[src/rtl/acc_ctrl_if.sv]
// Command/ALU/result bundle for acc_ctrl. The slave modport is the controller side.
// With ACC_FLAGS_EN defined the bundle also carries the res_zero/res_neg result flags.
interface acc_ctrl_if #(
  parameter int CNT_W = 16
) ();
  logic             cmd_valid;
  logic             cmd_ready;
  logic             cmd_load;
  logic [2:0]       cmd_op;
  logic [31:0]      cmd_data;
  logic [31:0]      alu_a;
  logic [31:0]      alu_b;
  logic [2:0]       alu_opsel;
  logic [31:0]      alu_r;
  logic             res_valid;
  logic             res_ready;
  logic [31:0]      res_data;
  logic [CNT_W-1:0] op_count;
`ifdef ACC_FLAGS_EN
  logic             res_zero;
  logic             res_neg;
`endif

  modport slave (
    input  cmd_valid, cmd_load, cmd_op, cmd_data, alu_r, res_ready,
    output cmd_ready, alu_a, alu_b, alu_opsel, res_valid, res_data, op_count
`ifdef ACC_FLAGS_EN
    , output res_zero, res_neg
`endif
  );

  modport master (
    output cmd_valid, cmd_load, cmd_op, cmd_data, alu_r, res_ready,
    input  cmd_ready, alu_a, alu_b, alu_opsel, res_valid, res_data, op_count
`ifdef ACC_FLAGS_EN
    , input res_zero, res_neg
`endif
  );
endinterface

[src/rtl/acc_ctrl.sv]
// Accumulator sequencer around an external combinational ALU: one command in, one result out.
// Optional macro ACC_FLAGS_EN adds res_zero/res_neg result flags.
//
// opsel | operation
// 0     | NONE (accumulator unchanged)
// 1     | ADD  a + b
// 2     | SUB  a - b
// 3     | AND  a & b
// 4     | OR   a | b
// 5     | XOR  a ^ b
// 6     | NEG  ~a
// 7     | unused (accumulator unchanged)
//
// state | meaning
// IDLE  | cmd_ready high, waiting for a command
// EXEC  | ALU driven with the latched op; accumulator updated at the end of the cycle
// RESP  | res_valid high, result held until res_ready
module acc_ctrl #(
  parameter int CNT_W = 16
) (
  input  logic     clk,
  input  logic     reset,
  acc_ctrl_if.slave bus
);

  localparam logic [2:0] OPSEL_NONE = 3'd0;
  localparam logic [2:0] OPSEL_ADD  = 3'd1;
  localparam logic [2:0] OPSEL_SUB  = 3'd2;
  localparam logic [2:0] OPSEL_AND  = 3'd3;
  localparam logic [2:0] OPSEL_OR   = 3'd4;
  localparam logic [2:0] OPSEL_XOR  = 3'd5;
  localparam logic [2:0] OPSEL_NEG  = 3'd6;

  typedef enum logic [1:0] {
    S_IDLE = 2'd0,
    S_EXEC = 2'd1,
    S_RESP = 2'd2
  } state_t;

  state_t           r_state;
  state_t           w_next;
  logic             r_load;
  logic [2:0]       r_op;
  logic [31:0]      r_operand;
  logic [31:0]      r_acc;
  logic [CNT_W-1:0] r_op_count;

  logic             w_accept;
  logic             w_done;
  logic             w_cmd_ready;
  logic             w_res_valid;
  logic [2:0]       w_opsel;
  logic             w_op_valid;

  always_ff @(posedge clk or posedge reset) begin
    if (reset) begin
      r_state <= S_IDLE;
    end else begin
      r_state <= w_next;
    end
  end

  always_comb begin
    w_next      = r_state;
    w_accept    = 1'b0;
    w_done      = 1'b0;
    w_cmd_ready = 1'b0;
    w_res_valid = 1'b0;
    w_opsel     = OPSEL_NONE;
    case (r_state)
      S_IDLE: begin
        w_cmd_ready = 1'b1;
        if (bus.cmd_valid) begin
          w_accept = 1'b1;
          w_next   = S_EXEC;
        end
      end
      S_EXEC: begin
        w_opsel = r_op;
        w_next  = S_RESP;
      end
      S_RESP: begin
        w_res_valid = 1'b1;
        if (bus.res_ready) begin
          w_done = 1'b1;
          w_next = S_IDLE;
        end
      end
      default: begin
        w_next = S_IDLE;
      end
    endcase
  end

  // Codes outside ADD..NEG leave the accumulator untouched rather than trusting alu_r.
  always_comb begin
    w_op_valid = 1'b0;
    case (r_op)
      OPSEL_ADD, OPSEL_SUB, OPSEL_AND,
      OPSEL_OR,  OPSEL_XOR, OPSEL_NEG: w_op_valid = 1'b1;
      default:                         w_op_valid = 1'b0;
    endcase
  end

  always_ff @(posedge clk or posedge reset) begin
    if (reset) begin
      r_load    <= 1'b0;
      r_op      <= OPSEL_NONE;
      r_operand <= 32'h0;
    end else if (w_accept) begin
      r_load    <= bus.cmd_load;
      r_op      <= bus.cmd_op;
      r_operand <= bus.cmd_data;
    end
  end

  always_ff @(posedge clk or posedge reset) begin
    if (reset) begin
      r_acc <= 32'h0;
    end else if (r_state == S_EXEC) begin
      if (r_load) begin
        r_acc <= r_operand;
      end else if (w_op_valid) begin
        r_acc <= bus.alu_r;
      end
    end
  end

  always_ff @(posedge clk or posedge reset) begin
    if (reset) begin
      r_op_count <= '0;
    end else if (w_done) begin
      r_op_count <= r_op_count + CNT_W'(1);
    end
  end

  // cmd_ready is held low while reset is asserted so nothing looks accepted during reset.
  assign bus.cmd_ready = w_cmd_ready & ~reset;
  assign bus.res_valid = w_res_valid;
  assign bus.alu_opsel = w_opsel;
  assign bus.alu_a     = r_acc;
  assign bus.alu_b     = r_operand;
  assign bus.res_data  = r_acc;
  assign bus.op_count  = r_op_count;

`ifdef ACC_FLAGS_EN
  assign bus.res_zero = w_res_valid & (r_acc == 32'h0);
  assign bus.res_neg  = w_res_valid & r_acc[31];
`endif

endmodule

[src/flat_wrapper.sv]
// flat-port wrapper written by rule: the top's interface ports become plain ports
module acc_ctrl_flat 
#(
  parameter int CNT_W = 16
)
  (clk, reset, bus_cmd_valid, bus_cmd_load, bus_cmd_op, bus_cmd_data, bus_alu_r, bus_res_ready, bus_cmd_ready, bus_alu_a, bus_alu_b, bus_alu_opsel, bus_res_valid, bus_res_data, bus_op_count);
  acc_ctrl_if #(.CNT_W(CNT_W)) bus_i ();
  input  logic clk;
  input  logic reset;
  input wire logic [$bits(bus_i.cmd_valid)-1:0] bus_cmd_valid;
  input wire logic [$bits(bus_i.cmd_load)-1:0] bus_cmd_load;
  input wire logic [$bits(bus_i.cmd_op)-1:0] bus_cmd_op;
  input wire logic [$bits(bus_i.cmd_data)-1:0] bus_cmd_data;
  input wire logic [$bits(bus_i.alu_r)-1:0] bus_alu_r;
  input wire logic [$bits(bus_i.res_ready)-1:0] bus_res_ready;
  output wire logic [$bits(bus_i.cmd_ready)-1:0] bus_cmd_ready;
  output wire logic [$bits(bus_i.alu_a)-1:0] bus_alu_a;
  output wire logic [$bits(bus_i.alu_b)-1:0] bus_alu_b;
  output wire logic [$bits(bus_i.alu_opsel)-1:0] bus_alu_opsel;
  output wire logic [$bits(bus_i.res_valid)-1:0] bus_res_valid;
  output wire logic [$bits(bus_i.res_data)-1:0] bus_res_data;
  output wire logic [$bits(bus_i.op_count)-1:0] bus_op_count;
  assign bus_i.cmd_valid = bus_cmd_valid;
  assign bus_i.cmd_load = bus_cmd_load;
  assign bus_i.cmd_op = bus_cmd_op;
  assign bus_i.cmd_data = bus_cmd_data;
  assign bus_i.alu_r = bus_alu_r;
  assign bus_i.res_ready = bus_res_ready;
  assign bus_cmd_ready = bus_i.cmd_ready;
  assign bus_alu_a = bus_i.alu_a;
  assign bus_alu_b = bus_i.alu_b;
  assign bus_alu_opsel = bus_i.alu_opsel;
  assign bus_res_valid = bus_i.res_valid;
  assign bus_res_data = bus_i.res_data;
  assign bus_op_count = bus_i.op_count;
  acc_ctrl #(.CNT_W(CNT_W)) u_core (.clk(clk), .reset(reset), .bus(bus_i));
endmodule
[config.mk]
export PLATFORM = sky130hd
export DESIGN_NAME = acc_ctrl_flat
export DESIGN_NICKNAME = d
export VERILOG_FILES = /design/src/rtl/acc_ctrl_if.sv /design/src/rtl/acc_ctrl.sv /design/src/flat_wrapper.sv
export SDC_FILE = /design/constraint.sdc
export NUM_CORES = 1
export LEC_CHECK = 0
export BUFFER_PORTS_ARGS = -buffer_cell sky130_fd_sc_hd__clkbuf_2
export CORE_ASPECT_RATIO = 0.6
export CORE_MARGIN = 2
export CORE_UTILIZATION = 40
export DETAILED_ROUTE_END_ITERATION = 7
export GPL_TIMING_DRIVEN = 0
export MAX_ROUTING_LAYER = met4
export PLACE_DENSITY = 0.72
export RECOVER_POWER = 25
export SYNTH_ARGS = -nofsm -noshare
export SYNTH_HDL_FRONTEND = slang
export SYNTH_SLANG_ARGS = --single-unit
[constraint.sdc]
create_clock -name clk -period 6.6 [get_ports clk]
set_input_delay 0.33 -clock clk [delete_from_list [all_inputs] [get_ports clk]]
set_output_delay 0.33 -clock clk [all_outputs]
set_load 0.02 [all_outputs]
==> results by stage <==
Run status:
- The flow ran to the end, but the final reports show violations.
- The checks that failed: capacitance limit, slew limit.

Cells and area:
- The antenna diode instance count is 0.
- The number of nets in the layout is 559.
- Cells with a size suffix above 1 make up 70.9% of the layout.
- The area growth from synthesis to layout is 36.6%.
- The post-route core utilization is 56.5%.
- After filler insertion, the fill cell instance count of the layout stands at 868.

STA:
- Setup violations remaining at the end of the flow were counted as 0.
- The tightest hold path in the finished design has a slack of 0.224 ns.
- Clock skew on the completed layout was measured at 0.00376 ns.
- The final critical path takes up 47.8% of the cycle.
- The time the worst path needs with I/O delays and setup is 3.16 ns.
- Measured against its own limit, the worst slew margin works out to -41.5%.
- Summed over all failing endpoints, the final setup total negative slack is 0 ns.
- The count of endpoints failing hold in the final timing report is 0.
- The peak clock frequency supported by timing is 317 MHz.
- The transition time of the tightest slew-check pin is 2.11 ns.
- The number of max-slew violations in the final report came to 89.
- Setup repair after global routing left no endpoint under its margin.

Placed design:
- The HPWL after detailed placement is 7180 um.
- The final estimated routing congestion in global placement is 0.827.
- The number of input and output port buffers inserted is 188.

Synthesis:
- The count of mapped cells out of synthesis is 286.
- The synthesized design spends more area on one cell type than any other, namely sky130_fd_sc_hd__dfrtp_1.
- The synthesized design contains 86 register bits.
- After synthesis, the largest area contributor takes up 52.7% of total cell area.
- Synthesis instantiated 30 different standard cells from the library.
- The synthesized net count is 359.
- The area of the mapped netlist is 4080 um^2.
- The share of the Yosys chip area taken by registers is 52.7%.
- After synthesis, the cell types taking the most area are sky130_fd_sc_hd__dfrtp_1, sky130_fd_sc_hd__mux2_2, sky130_fd_sc_hd__mux2_4.
- A synthesized cell averages 14.3 um^2.
- The Yosys step of the flow raised 0 warnings.

Hold path:
- The path category of the worst min-delay check is input port to flop.
- The worst hold path passes through 2 cells.

Detailed routing:
- The number of detailed-routing iterations run before antenna repair is 4.
- After detailed routing, the average wire length per cell comes to 14.9 um.
- The via count is 2876.
- The detailed-route DRC error count is 0.
- The routed design has 9340 um of wire.
- The first routing iteration left 52 violations.
- The remaining antenna violation count after routing is 0.
- The mean number of vias per cell is 4.59.

Setup path:
- The number of cells traversed by the worst register-to-register path is 4.
- STA classifies the critical path endpoint as an async pin.
- In this run the worst path has a maximum fanout of 48.
- The critical path is of the input port to async pin type.
- The endpoint required time on the critical path is 6.63 ns.
- The worst setup path is launched from an input port.
- The signal arrival time at the worst endpoint is 3.19 ns.

CTS:
- The clock drives 86 sinks.
- The CTS clock-pin slew for the worst setup and hold paths is 0.06 ns.
- The clock passes through at most 2 buffers.
- The clock latency of the later-clocked register in the worst-skew pair is 0.32 ns.
- The clock tree synthesis step divided the H-tree into 3 levels.
- TritonCTS built the clock tree.
- The master cell of the clock root buffer is sky130_fd_sc_hd__clkbuf_16.
- The count of hold buffers inserted by post-cts repair is 0.
- The number of buffers added for setup after CTS is 0.
- The CTS buffer count is 9.
- In this run, post-CTS repair resized a total of 0 instances.

Die:
- The die covers 11100 um^2.
- The I/O pin total is 189.
- For this configuration, the core starts out at a cell density of 41.3%.
- The core region is 9880 um^2.
- The die is 134 um wide.
- The vertical die dimension is 82.3 um.
- The floorplan row count is 28.

GRT:
- The first global-routing pass estimated 14200 um of wire.
- The total grt overflow is 0.
- The number of global-route vias before repair is 2832.
- The total routing resource utilization after global routing is 17.0%.
- Entering global routing, the biggest net connects 49 pins.
- The initial antenna violation count was 0.

Pwr:
- Summed over all cells, the static leakage comes to 2.86 nW.
- The maximum ir drop on the vdd rail is 292 uV.
- The total power density per cell area is 578 nW/um^2.

Job:
- Max-cap violations in this run came to 2.
-- flip-flops by register name, indices dropped and copies added, names as in the netlist --
name / cells
u_core.r_op: 3
u_core.bus.alu_b: 32
u_core.r_load: 1
u_core.bus.op_count: 16
u_core.bus.alu_a: 32
u_core.r_state: 2
-- cell type report --
| type | instances | area, um^2 | share of cell area [%] |
|---|---|---|---|
| clock inverter | 5 | 129 | 2.31 |
| sequential | 86 | 2150 | 38.6 |
| tap | 135 | 169 | 3.03 |
| multi-input combinational | 154 | 1610 | 28.8 |
| inverter | 3 | 12.5 | 0.224 |
| clock buffer | 11 | 253 | 4.53 |
| buffer | 43 | 310 | 5.56 |
| timing repair buffer | 189 | 943 | 16.9 |
-- routing by layer --
metal	GRT usage, %	vias up	part of all wire, %
met5	-	-	0
met4	3.47	0	0.62
met3	5.13	8	7.3
met2	27.1	113	47
met1	22.0	1398	45
li1	-	1357	-
-- critical path, stage by stage --
cell and delay, ns:
sky130_fd_sc_hd__clkbuf_1 0.09, sky130_fd_sc_hd__clkinvlp_2 1.20, sky130_fd_sc_hd__clkbuf_1 1.53
-- worst paths after layout --
path                                                            end                                 from  slack, ns
worst max-delay path               u_core.bus.alu_b[10]$_DFFE_PP0P_                                reset       3.44
worst min-delay path                  u_core.r_state[1]$_DFFE_PP0P_                        bus_res_ready       0.22
worst max register to register     u_core.bus.alu_b[20]$_DFFE_PP0P_        u_core.r_state[0]$_DFFE_PP0P_       4.80
max in group clk                   u_core.bus.alu_b[20]$_DFFE_PP0P_        u_core.r_state[0]$_DFFE_PP0P_       4.80
worst min register to register  u_core.bus.op_count[15]$_DFFE_PP0P_  u_core.bus.op_count[15]$_DFFE_PP0P_       0.47
min in group asynchronous           u_core.bus.alu_b[1]$_DFFE_PP0P_                                reset       0.55
-- logic make-up after synthesis --
logic type      Yosys count  share of synthesized area [%]
simple gates             35                           4.93
mux                     101                           30.6
flops                    86                           52.7
fa+ha+maj                 1                          0.306
xor+xnor                 15                           3.22
compound gates            2                          0.337
buf+inv                  46                           7.88
-- report_power, final --
group,total [mW],switching (mW),internal (mW),leakage [nW]
Combinational,1.63,0.823,0.805,1.64
Clock,0.627,0.198,0.429,0.186
Sequential,0.968,0.202,0.765,1.04
Total,3.22,1.22,2.00,2.86
-- synth_stat cells --
cell type / instances
sky130_fd_sc_hd__or3_1: 1
sky130_fd_sc_hd__nand2b_1: 3
sky130_fd_sc_hd__clkbuf_1: 1
sky130_fd_sc_hd__nor3b_1: 1
sky130_fd_sc_hd__nand2_1: 4
sky130_fd_sc_hd__dfrtp_1: 86
sky130_fd_sc_hd__xor2_1: 7
sky130_fd_sc_hd__nor2_2: 1
sky130_fd_sc_hd__buf_2: 5
sky130_fd_sc_hd__and4b_1: 1
sky130_fd_sc_hd__buf_4: 32
sky130_fd_sc_hd__and2_1: 3
sky130_fd_sc_hd__o21ai_0: 1
sky130_fd_sc_hd__mux2_2: 71
sky130_fd_sc_hd__nor3b_2: 1
sky130_fd_sc_hd__buf_6: 3
sky130_fd_sc_hd__nand3b_1: 1
sky130_fd_sc_hd__mux2_4: 30
sky130_fd_sc_hd__nand3_1: 7
sky130_fd_sc_hd__nor3_1: 3
sky130_fd_sc_hd__nor2b_1: 1
sky130_fd_sc_hd__and4_1: 1
sky130_fd_sc_hd__xnor2_1: 8
sky130_fd_sc_hd__a21oi_2: 1
sky130_fd_sc_hd__buf_1: 2
sky130_fd_sc_hd__nor2_1: 4
sky130_fd_sc_hd__and3_1: 2
sky130_fd_sc_hd__nand4_1: 1
sky130_fd_sc_hd__inv_1: 3
sky130_fd_sc_hd__ha_1: 1
-- through the flow --
stage	cell area, um^2	power (mW)	setup slack [ns]	std cells
finish	5580	3.22	3.44	626
global route	5580	3.40	2.65	626
CTS	5600	3.26	4.77	626
detailed placement	5220	2.62	4.79	610
global placement	5190	2.59	3.02	609
floorplan	4080	2.12	4.05	286
-- cells in the final DEF, fill, tap and decap left out, drive strengths merged, types with 4 or more instances in the layout --
master	count
nor2	5
bufinv	4
mux2	101
xnor2	8
clkbuf	201
buf	42
nand3	7
nand2	4
dfrtp	86
xor2	7
Note: power is estimated with default switching activity, not from simulation.
